$ cat src/rtl/ahb_stream_wr_master.sv
// AHB-Lite write master: drains a valid/ready stream of 32-bit words into
// memory as INCR bursts, inserting BUSY when the stream stalls.
module ahb_stream_wr_master #(
  parameter int ADDR_W = 12,
  parameter int LEN_W  = 16
) (
  input  logic              clk,
  input  logic              rstn,
  input  logic              cfg_start,
  input  logic [ADDR_W-1:0] cfg_addr,
  input  logic [LEN_W-1:0]  cfg_len,
  output logic              busy,
  output logic              done,
  output logic              err,
  input  logic              s_valid,
  input  logic [31:0]       s_data,
  output logic              s_ready,
  output logic              hsel,
  output logic [ADDR_W-1:0] haddr,
  output logic [1:0]        htrans,
  output logic              hwrite,
  output logic [2:0]        hsize,
  output logic [2:0]        hburst,
  output logic [3:0]        hprot,
  output logic [31:0]       hwdata,
  input  logic              hready,
  input  logic [1:0]        hresp
);

  localparam logic [1:0] S_IDLE = 2'd0;
  localparam logic [1:0] S_ADDR = 2'd1;
  localparam logic [1:0] S_LAST = 2'd2;
  localparam logic [1:0] S_DONE = 2'd3;

  localparam logic [1:0] HT_IDLE = 2'd0;
  localparam logic [1:0] HT_BUSY = 2'd1;
  localparam logic [1:0] HT_NSEQ = 2'd2;
  localparam logic [1:0] HT_SEQ  = 2'd3;

  logic [1:0]        state_q, state_d;
  logic [ADDR_W-1:0] addr_q, addr_d;
  logic [LEN_W-1:0]  rem_q, rem_d;
  logic              first_q, first_d;
  logic [31:0]       wdat_q, wdat_d;
  logic [ADDR_W-1:0] haddr_q, haddr_d;
  logic [1:0]        htrans_q, htrans_d;
  logic [31:0]       hwdata_q, hwdata_d;
  logic              dph_q, dph_d;
  logic              busy_q, busy_d;
  logic              done_q, done_d;
  logic              err_q, err_d;

  assign s_ready = (state_q == S_ADDR) && hready && (rem_q != '0);

  always_comb begin
    state_d  = state_q;
    addr_d   = addr_q;
    rem_d    = rem_q;
    first_d  = first_q;
    wdat_d   = wdat_q;
    haddr_d  = haddr_q;
    htrans_d = htrans_q;
    hwdata_d = hwdata_q;
    dph_d    = dph_q;
    busy_d   = busy_q;
    done_d   = 1'b0;
    err_d    = err_q;

    // dph_q marks a cycle carrying the data phase of a real (NONSEQ/SEQ) beat
    if (hready) dph_d = htrans_q[1];
    if (dph_q && (hresp != 2'b00)) err_d = 1'b1;

    case (state_q)
      S_IDLE: begin
        if (cfg_start && !done_q) begin
          addr_d  = cfg_addr & ~ADDR_W'(3);
          rem_d   = cfg_len;
          first_d = 1'b1;
          busy_d  = 1'b1;
          err_d   = 1'b0;
          state_d = (cfg_len == '0) ? S_DONE : S_ADDR;
        end
      end
      S_ADDR: begin
        if (hready) begin
          hwdata_d = wdat_q;
          if (s_valid && s_ready) begin
            haddr_d  = addr_q;
            wdat_d   = s_data;
            // restart the burst at every 1 KB boundary
            htrans_d = (first_q || (addr_q[9:0] == 10'd0)) ? HT_NSEQ : HT_SEQ;
            addr_d   = addr_q + ADDR_W'(4);
            rem_d    = rem_q - LEN_W'(1);
            first_d  = 1'b0;
            if (rem_q == LEN_W'(1)) state_d = S_LAST;
          end else begin
            htrans_d = first_q ? HT_IDLE : HT_BUSY;
          end
        end
      end
      S_LAST: begin
        if (hready) begin
          htrans_d = HT_IDLE;
          hwdata_d = wdat_q;
          state_d  = S_DONE;
        end
      end
      default: begin
        if (hready) begin
          done_d  = 1'b1;
          busy_d  = 1'b0;
          state_d = S_IDLE;
        end
      end
    endcase
  end

  always_ff @(posedge clk) begin
    if (!rstn) begin
      state_q  <= S_IDLE;
      addr_q   <= '0;
      rem_q    <= '0;
      first_q  <= 1'b0;
      wdat_q   <= '0;
      haddr_q  <= '0;
      htrans_q <= HT_IDLE;
      hwdata_q <= '0;
      dph_q    <= 1'b0;
      busy_q   <= 1'b0;
      done_q   <= 1'b0;
      err_q    <= 1'b0;
    end else begin
      state_q  <= state_d;
      addr_q   <= addr_d;
      rem_q    <= rem_d;
      first_q  <= first_d;
      wdat_q   <= wdat_d;
      haddr_q  <= haddr_d;
      htrans_q <= htrans_d;
      hwdata_q <= hwdata_d;
      dph_q    <= dph_d;
      busy_q   <= busy_d;
      done_q   <= done_d;
      err_q    <= err_d;
    end
  end

  assign busy   = busy_q;
  assign done   = done_q;
  assign err    = err_q;
  assign hsel   = busy_q;
  assign hwrite = busy_q;
  assign haddr  = haddr_q;
  assign htrans = htrans_q;
  assign hwdata = hwdata_q;
  assign hsize  = 3'b010;
  assign hburst = 3'b001;
  assign hprot  = 4'b0011;

endmodule

$ cat config.mk
export PLATFORM = sky130hd
export DESIGN_NAME = ahb_stream_wr_master
export DESIGN_NICKNAME = d
export VERILOG_FILES = /design/src/rtl/ahb_stream_wr_master.sv
export SDC_FILE = /design/constraint.sdc
export NUM_CORES = 1
export LEC_CHECK = 0
export BUFFER_PORTS_ARGS = -buffer_cell sky130_fd_sc_hd__buf_2
export CELL_PAD_IN_SITES_DETAIL_PLACEMENT = 0
export CELL_PAD_IN_SITES_GLOBAL_PLACEMENT = 1
export CORE_ASPECT_RATIO = 0.6
export CORE_UTILIZATION = 38
export DETAILED_ROUTE_END_ITERATION = 8
export PLACE_DENSITY_LB_ADDON = 0.1
export REMOVE_ABC_BUFFERS = 1
export SLEW_MARGIN = 10
export SYNTH_ARGS = -nofsm -noshare
export SYNTH_HDL_FRONTEND = slang
export SYNTH_SLANG_ARGS = --single-unit
$ cat constraint.sdc
create_clock -name clk -period 2.5 [get_ports clk]
set_input_delay 0.5 -clock clk [delete_from_list [all_inputs] [get_ports clk]]
set_output_delay 0.5 -clock clk [all_outputs]
set_load 0.01 [all_outputs]
==> impl_results.md, run 1 <==
* Unique masters post-synth at 56
* Avg Cell Area, Syn at 7.834 um^2
* Crit. End Element: output pin
* Worst-Skew Late Latency at between 300 and 400 ps
* Async S/R FF share, synth at 0
* Min Hold Slack at about 380 ps
* Drt pass-1 iters at 6
* Final Hold Fails at 0
* Fillers at ~1.3k
* Fin area at 0.005903 mm^2
* Period utilisation layout at 0.9179
* Clock group share of total power at 0.227
* Max cap viols at 0
* Detailed-route via count at around 4.6k
* Die height at roughly 91 um
* CTS tree: built
* Wirelength, routed at between 10000 and 15000 um
* Met2 WL at 5716 um
* Buffers and inverters on the worst path at 2
* Worst hold start: s_data[11]
* Area grow syn2layout at 18.48%
* Synth Flop Type: dfxtp_1
* Die X at between 100 and 150 um
* Top post-synthesis cells by area: dfxtp_1, nand2_1, a21oi_1
* Maximum fanout along the worst path at 5
* Slew Limit Fails at 0
* Rel. slew slack at 0.5969
* Clock tree buffer depth at 2
* Worst hold path type: input port to register
* Vias per cell at just over 5
* Most common cell in the netlist: nand2_1
* WL met3 at between 700 and 800 um
* Number of remaining DRC errors at 0
* Max VDD drop at roughly 420 uV
* Post-synth EDFFs at 0
* Post-synthesis sequential area ratio at 0.4380
* Mapped Cells at ~640
* First-pass GRT wire length at roughly 21000 um
* Vias in the first global route at between 4k and 5k
* Clock Pin Slew Worst Setup and Hold Paths at approximately 70 ps
* Worst path max stage delay at 350 ps
* Clock root cell: clkbuf_16
* Cell taking the most area after synthesis: dfxtp_1
* Hold path endpoint: wdat_q[11]
* Tot Pwr at between 5 and 6 mW
* FF-to-FF path depth at 9
* PwrDens at 1006 mW/mm^2
* Worst path slowest cell: dfxtp_1
* Arrival @ worst endpoint at ~1800 ps
* I/O Buffers at 114
* Global-route usage over all layers at 0.1923
* Pleak at roughly 2.3 nW
* DR top layer: met4
* Share of post-route cells with drive strength above 1 at 0.2219
* Wire per inst at roughly 14 um
* Crit path kind: register to output pin
* #FFs+latches synth at 109
* Initial Util at 0.4014
* Area post-placement at ~0.0056 mm^2
* Die area at roughly 0.014 mm^2
* Post-DP HPWL at just under 9000 um
* CP top delay family: simple AND/OR/NAND/NOR gates
* Total grt overflow at 0
* Sequential share of power at 0.384
* P_sw at 2.377 mW
* R2R Setup Slk at between 300 and 400 ps
* CTS H-tree lvls at 3
* Critical Path RT at ~2000 ps
* Finish-stage setup viols at 0
* NumNets Final at between 800 and 900
* Min cycle time layout at between 2000 and 2500 ps
* Sw Ratio at 0.4002
* Met1 WL at around 6300 um
* Critical R2R Launch: state_q[0]
* Unrepaired setup endpoints after global routing: no
* Worst Hold Depth at 3
* Largest net degree at the start of global routing at between 40 and 50
* CTS Buf Count at 9
* Ant. Diodes at 0
* Most frequent cells after synthesis: nand2_1, dfxtp_1, a21oi_1
* Routed Antenna Nets at 0
* Core area at between 0.01 and 0.015 mm^2
* # rows at 31
* CTS Sinks at between 100 and 150
* Final Wtd Congestion at 0.7848
* Synth warnings at 0
* Reg-to-reg endpoint: rem_q[12]
* Setup Skew at 6.295 ps
* Top-Level Pins at 129
* P_int at between 3 and 4 mW
* Least-Margin Pin Slew at about 600 ps
* Gate power share at 0.389
* Initial antenna violation count at 0
* Post-CTS Setup Inserts at 0
* Fin Setup TNS at 0 ps
* Area fraction of the dominant cell type after synthesis at 0.4380
* Crit-path cells: inv_1 -> ha_1 -> nor3b_2 -> nand4_4 -> and3_1 -> buf_2
* Status: finished, final reports clean
* Initial DRC count at 185
* Max Fclk at 435.8 MHz
* Startpoint Class: register
* Mapped Area at around 0.005 mm^2
final cells by class:
class	instances	area, um^2	share of cell area
Multi-Input combinational cell	461	2481	0.4203
Sequential cell	109	2182	0.3696
Timing Repair Buffer	130	703.2	0.1191
Clock buffer	9	225.2	0.03815
Tap cell	165	206.4	0.03497
Inverter	15	56.30	0.009538
Clock inverter	6	48.80	0.008266
registers in the layout (all words and copies together) (netlist names):
signal   cells
dph_q        1
haddr       10
wdat_q      32
hwdata      32
htrans       2
busy         1
addr_q      10
err          1
first_q      1
rem_q       16
state_q      2
done         1
cell families (layout without fill, tap and decap cells):
kind of cell | Yosys count | after routing | share of synthesized area
AND/OR/NAND/NOR | 270 | 270 | 0.2569
AO/OA/AOI/OAI | 166 | 166 | 0.1994
flip-flops | 109 | 109 | 0.4380
buffers and inverters | 76 | 160 | 0.07358
adder cells (fa/ha/maj) | 9 | 9 | 0.02260
multiplexers | 4 | 4 | 0.008036
other | 2 | 12 | 0.001507
power groups by stage:
stage               Sequential (mW)  Clock, mW  Combinational (mW)
global route                   2.32       1.47                2.57
floorplan                      2.26          0                1.59
CTS                            2.27       1.40                2.31
detailed placement             2.31          0                2.30
finish                         2.28       1.35                2.31
global placement               2.30          0                2.26
worst min-delay path, cell delays in order:
cell and delay (ps):
buf_2 90, nand2_1 40, a21oi_1 50
stage by stage:
stage	setup WS [ps]	cells	util
detailed placement	106.5	880	0.4530
global route	79.76	895	0.4756
finish	205.2	895	0.4756
CTS	78.86	895	0.4751
floorplan	-297.8	585	-
global placement	138.5	880	0.4530
what timing repair did:
| action | 4_1_cts | 5_1_grt |
|---|---|---|
| resized for setup | 0 | 2 |
| hold buffers | 0 | 0 |
| endpoints found under the setup margin | 0 | 3 |
layout by cell type, fill, tap and decap left out, types with 8 or more instances in the layout:
cell       count
clkbuf_16      9
nor2_1        23
ha_1           9
o21ai_0        8
nor3_1        10
a21oi_1      106
conb_1        12
o32ai_1       12
nand2_1      177
dfxtp_1      109
inv_1         14
buf_4         15
buf_2        114
layer usage:
layer | up-vias | GRT usage
met4 | 0 | 0.05892
met5 | - | 0
met1 | 2131 | 0.2544
met3 | 15 | 0.04899
li1 | 2339 | -
met2 | 107 | 0.3052
worst max-delay path by stage:
stage	cells past startpoint	to	from	slack, ps
after floorplan	7	state_q[1]	state_q[1]	-300
after global placement	7	htrans[0]	rem_q[0]	140
after detailed placement	7	htrans[0]	rem_q[0]	110
after CTS	6	s_ready	rem_q[0]	80
after global routing	6	s_ready	rem_q[0]	80
final	6	s_ready	rem_q[0]	210
Note: power is estimated with default switching activity, not from simulation.
==> run 2: changes to the inputs <==
BUFFER_PORTS_ARGS = default   (was -buffer_cell sky130_fd_sc_hd__buf_2)
CELL_PAD_IN_SITES_DETAIL_PLACEMENT = default   (was 0)
CELL_PAD_IN_SITES_GLOBAL_PLACEMENT = default   (was 1)
CORE_UTILIZATION = 57   (was 38)
DONT_BUFFER_PORTS = 1   (was default)
PLACE_DENSITY = 0.72   (was default)
PLACE_DENSITY_LB_ADDON = default   (was 0.1)
==> impl_results.md, run 2 (synthesized netlist as in run 1, its figures left out) <==
* Max VDD drop at 825.5 uV (was 420.0 uV)
* Most frequent cells in the layout: nand2_1, dfxtp_1, a21oi_1, nor2_1, inv_1 (was nand2_1, buf_2, dfxtp_1, a21oi_1, nor2_1)
* Worst hold start: rstn (was s_data[11])
* Crit. End Element: output pin (unchanged)
* Post-CTS resize count at 0 (unchanged)
* Global-route usage over all layers at 0.2608 (was 0.1923)
* Post-CTS Setup Inserts at 0 (unchanged)
* Initial DRC count at 354 (was 185)
* Wire per inst at 16.14 um (was 14.39 um)
* Ant. Diodes at 0 (unchanged)
* Worst-Skew Late Latency at 340 ps (was 350 ps)
* Worst hold path type: input port to register (unchanged)
* Finish-stage setup viols at 0 (unchanged)
* Share of post-route cells with drive strength above 1 at 0.06852 (was 0.2219)
* PwrDens at 1121 mW/mm^2 (was 1006 mW/mm^2)
* First-pass GRT wire length at 18510 um (was 20820 um)
* Detailed-route via count at 4291 (was 4592)
* CTS tree: built (unchanged)
* Total grt overflow at 0 (unchanged)
* Fillers at 722 (was 1298)
* CTS H-tree lvls at 3 (unchanged)
* Routed Antenna Nets at 0 (unchanged)
* Period utilisation layout at 0.9187 (was 0.9179)
* Clock tree buffer depth at 2 (unchanged)
* Arrival @ worst endpoint at 1800 ps (was 1790 ps)
* Max cap viols at 0 (unchanged)
* Commonest non-fill, non-tap cell in the layout: nand2_1 (unchanged)
* Rel. slew slack at 0.6265 (was 0.5969)
* Unrepaired setup endpoints after global routing: no (unchanged)
* NumNets Final at 684 (was 802)
* Vias in the first global route at 3887 (was 4257)
* Clock root cell: clkbuf_16 (unchanged)
* Die X at 122.7 um (was 149.8 um)
* Status: finished, final reports clean (unchanged)
* # hold bufs at CTS at 0 (unchanged)
* Post-DP HPWL at 7801 um (was 8759 um)
* Critical R2R Launch: state_q[1] (was state_q[0])
* Tot Pwr at 5.908 mW (was 5.939 mW)
* Top-Level Pins at 129 (unchanged)
* Maximum fanout along the worst path at 5 (unchanged)
* Final Hold Fails at 0 (unchanged)
* Die area at 0.009131 mm^2 (was 0.01359 mm^2)
* Number of remaining DRC errors at 0 (unchanged)
* Largest net degree at the start of global routing at 53 (was 44)
* # rows at 25 (was 31)
* Fin Setup TNS at 0 ps (unchanged)
* Least-Margin Pin Slew at 552.5 ps (was 596.2 ps)
* Final Wtd Congestion at 0.7997 (was 0.7848)
* Slew Limit Fails at 0 (unchanged)
* Initial antenna violation count at 0 (unchanged)
* Critical Path RT at 2000 ps (about the same)
* Max Fclk at 435.4 MHz (was 435.8 MHz)
* Initial Util at 0.6103 (was 0.4014)
* Crit path kind: register to output pin (unchanged)
* Pleak at 1.812 nW (was 2.339 nW)
* Die height at 74.42 um (was 90.70 um)
* CP startpoint: rem_q[0] (unchanged)
* Min cycle time layout at 2297 ps (was 2295 ps)
* CTS Buf Count at 9 (unchanged)
* I/O Buffers at 0 (was 114)
* Area grow syn2layout at 5.801% (was 18.48%)
* Vias per cell at 5.951 (was 5.131)
* Startpoint Class: register (unchanged)
* Drt pass-1 iters at 5 (was 6)
* Setup Skew at 6.713 ps (was 6.295 ps)
* Wirelength, routed at 11640 um (was 12880 um)
* Clock Pin Slew Worst Setup and Hold Paths at 70 ps (about the same)
* Core area at 0.008164 mm^2 (was 0.01241 mm^2)
* CTS Sinks at 109 (unchanged)
==> run 2: changes by cell type in the layout (fill, tap and decap cells not counted) <==
cell	before	now
buf_4	15	10
clkinvlp_4	2	1
nor3b_2	1	0
buf_2	114	0
buf_12	1	2
clkbuf_8	0	1
clkinv_2	1	0
nor3b_1	1	2
and4_4	1	0
bufinv_16	0	1
and4_1	0	1
clkbuf_1	0	1
==> run 2: worst paths after layout <==
kind,end,slack [ps],depth (start not counted)
max,s_ready,200,5
min,addr_q[7],280,1
max reg2reg,state_q[1],300,7
min reg2reg,hwdata[2],450,2
==> run 2: layout make-up <==
class	instances	area, um^2	share of cell area
clock buffer	11	242.7	0.04605
clock inverter	5	66.31	0.01258
inverter	15	56.30	0.01068
multi-input combinational	461	2474	0.4693
sequential	109	2182	0.4140
tap	108	135.1	0.02563
timing repair buffer	12	115.1	0.02184
==> run 2: critical path, stage by stage, from the launching register on <==
cell	delay (ps)
dfxtp_1	350
inv_1	120
ha_1	190
nor3b_1	340
nand4_4	190
and3_1	280
==> run 2: report_power, final <==
group	switching, mW	internal (mW)
clock	0.641	0.817
sequential	0.325	1.98
combinational	1.32	0.823
total	2.29	3.62
==> run 2: layer usage <==
layer / vias to the layer above / GRT usage / share of wire
met3: 8 / 0.08666 / 0.088
met1: 2036 / 0.3308 / 0.43
met4: 0 / 0.05827 / 0.0085
li1: 2106 / - / -
met2: 141 / 0.4351 / 0.47
met5: - / 0 / 0
==> run 2: per-stage QoR <==
step	area (um^2)	instances	util	hold slack [ps]	setup WS (ps)
3_5_place_dp	4962	705	0.6078	442.0	339.6
2_1_floorplan	4710	585	-	432.1	-297.8
4_1_cts	5271	721	0.6457	277.2	197.1
5_1_grt	5271	721	0.6457	273.5	101.9
3_3_place_gp	4962	705	0.6078	436.2	435.1
6_report	5271	721	0.6457	280.6	203.1
==> run 3: changes to the inputs <==
CORE_ASPECT_RATIO = 1.1   (was 0.6)
==> impl_results.md, run 3 (synthesized netlist as in run 1, its figures left out) <==
* Clock root cell: clkbuf_8 (was clkbuf_16)
* P_sw at 2.304 mW (was 2.288 mW)
* Worst hold path type: input port to register (unchanged)
* CTS Sinks at 109 (unchanged)
* Sequential share of power at 0.419 (was 0.390)
* Maximum fanout along the worst path at 5 (unchanged)
* Die area at 0.009119 mm^2 (was 0.009131 mm^2)
* # hold bufs at CTS at 0 (unchanged)
* Routed Antenna Nets at 0 (unchanged)
* Most frequent cells in the layout: nand2_1, dfxtp_1, a21oi_1, nor2_1, inv_1 (unchanged)
* Post-DP HPWL at 7635 um (was 7801 um)
* Pleak at 1.772 nW (was 1.812 nW)
* Post-CTS resize count at 0 (unchanged)
* Gate power share at 0.389 (was 0.363)
* CTS H-tree lvls at 3 (unchanged)
* Die X at 91.14 um (was 122.7 um)
* Finished Core Util at 0.6167 (was 0.6457)
* Vias in the first global route at 3927 (was 3887)
* Drt pass-1 iters at 4 (was 5)
* Critical Path RT at 2000 ps (about the same)
* Area grow syn2layout at 4.068% (was 5.801%)
* Finish-stage setup viols at 0 (unchanged)
* Clock tree buffer depth at 2 (unchanged)
* Startpoint Class: register (unchanged)
* Post-CTS Setup Inserts at 0 (unchanged)
* # rows at 35 (was 25)
* Worst-Skew Late Latency at 370 ps (was 340 ps)
* Sw Ratio at 0.4175 (was 0.3872)
* Initial DRC count at 196 (was 354)
* I/O Buffers at 0 (unchanged)
* Period utilisation layout at 0.9553 (was 0.9187)
* NumNets Final at 685 (was 684)
* Max Fclk at 418.7 MHz (was 435.4 MHz)
* Wire per inst at 15.63 um (was 16.14 um)
* Clock group share of total power at 0.192 (was 0.247)
* Unrepaired setup endpoints after global routing: no (unchanged)
* PwrDens at 1064 mW/mm^2 (was 1121 mW/mm^2)
* Max VDD drop at 630.4 uV (was 825.5 uV)
* Initial antenna violation count at 0 (unchanged)
* Number of remaining DRC errors at 0 (unchanged)
* Min cycle time layout at 2388 ps (was 2297 ps)
* Layout Cells excl Fill at 725 (was 721)
* CTS Buf Count at 9 (unchanged)
* CTS tree: built (unchanged)
* Global-route usage over all layers at 0.2470 (was 0.2608)
* Slew Limit Fails at 0 (unchanged)
* Commonest non-fill, non-tap cell in the layout: nand2_1 (unchanged)
* P_int at 3.215 mW (was 3.620 mW)
* Wirelength, routed at 11330 um (was 11640 um)
* Top-Level Pins at 129 (unchanged)
* Vias per cell at 5.866 (was 5.951)
* Arrival @ worst endpoint at 1890 ps (was 1800 ps)
* Final Wtd Congestion at 0.7928 (was 0.7997)
* Clock Pin Slew Worst Setup and Hold Paths at 120 ps (was 70 ps)
* Share of post-route cells with drive strength above 1 at 0.07166 (was 0.06852)
* Final Hold Fails at 0 (unchanged)
* Initial Util at 0.5926 (was 0.6103)
* Ant. Diodes at 0 (unchanged)
* Total grt overflow at 0 (unchanged)
* Placed Cells at 709 (was 705)
* Crit path kind: register to output pin (unchanged)
* Max cap viols at 0 (unchanged)
* Fin Setup TNS at 0 ps (unchanged)
* Crit. End Element: output pin (unchanged)
* First-pass GRT wire length at 18350 um (was 18510 um)
* Detailed-route via count at 4253 (was 4291)
* Die height at 100.1 um (was 74.42 um)
* Status: finished, final reports clean (unchanged)
* Core area at 0.008408 mm^2 (was 0.008164 mm^2)
* Largest net degree at the start of global routing at 44 (was 53)
* Setup Skew at 12.40 ps (was 6.713 ps)
[run 3: routing by layer]
layer  part of all wire  track usage  up-vias
li1                   -            -     2105
met1               0.42       0.3056     1998
met2               0.50       0.4237      140
met3              0.072      0.06667       10
met4              0.012      0.07204        0
met5                  0            0        -
[run 3: final cells by class]
type	instances	area [um^2]
inverters	15	56.30
flip-flops and latches	109	2182
repair buffers	13	135.1
fillers	761	3223
clock inverters	7	75.07
multi-input cells	461	2474
clock buffers	9	123.9
well taps	111	138.9
[run 3: through the flow]
stage | instance area (um^2) | hold slack [ps] | total power, mW | setup slack, ps
2_1_floorplan | 4710 | 432.1 | 3.855 | -297.8
3_3_place_gp | 4986 | 434.6 | 4.397 | 450.0
3_5_place_dp | 4986 | 442.1 | 4.470 | 430.0
4_1_cts | 5185 | 228.1 | 5.542 | 98.92
5_1_grt | 5185 | 217.5 | 5.883 | 8.367
6_report | 5185 | 245.5 | 5.519 | 111.7
[run 3: power by group through the flow]
stage	clock (mW)	sequential [mW]	combinational [mW]
global route	1.16	2.35	2.37
finish	1.06	2.31	2.15
global placement	0	2.32	2.07
detailed placement	0	2.35	2.12
floorplan	0	2.26	1.59
CTS	1.09	2.31	2.14
[run 3: path summary, 6_finish.rpt]
path	from	end	slack (ps)	cells past startpoint
setup / recovery	rem_q[0]	s_ready	110	5
hold / removal	s_data[18]	wdat_q[18]	250	2
setup reg to reg	state_q[0]	state_q[1]	380	7
hold reg to reg	wdat_q[10]	hwdata[10]	450	2
[run 3: critical path, cell delays in order, from the launching register on]
cell	delay, ps
dfxtp_1	370
inv_1	120
ha_1	180
nor3b_1	360
nand4_4	210
and3_1	280
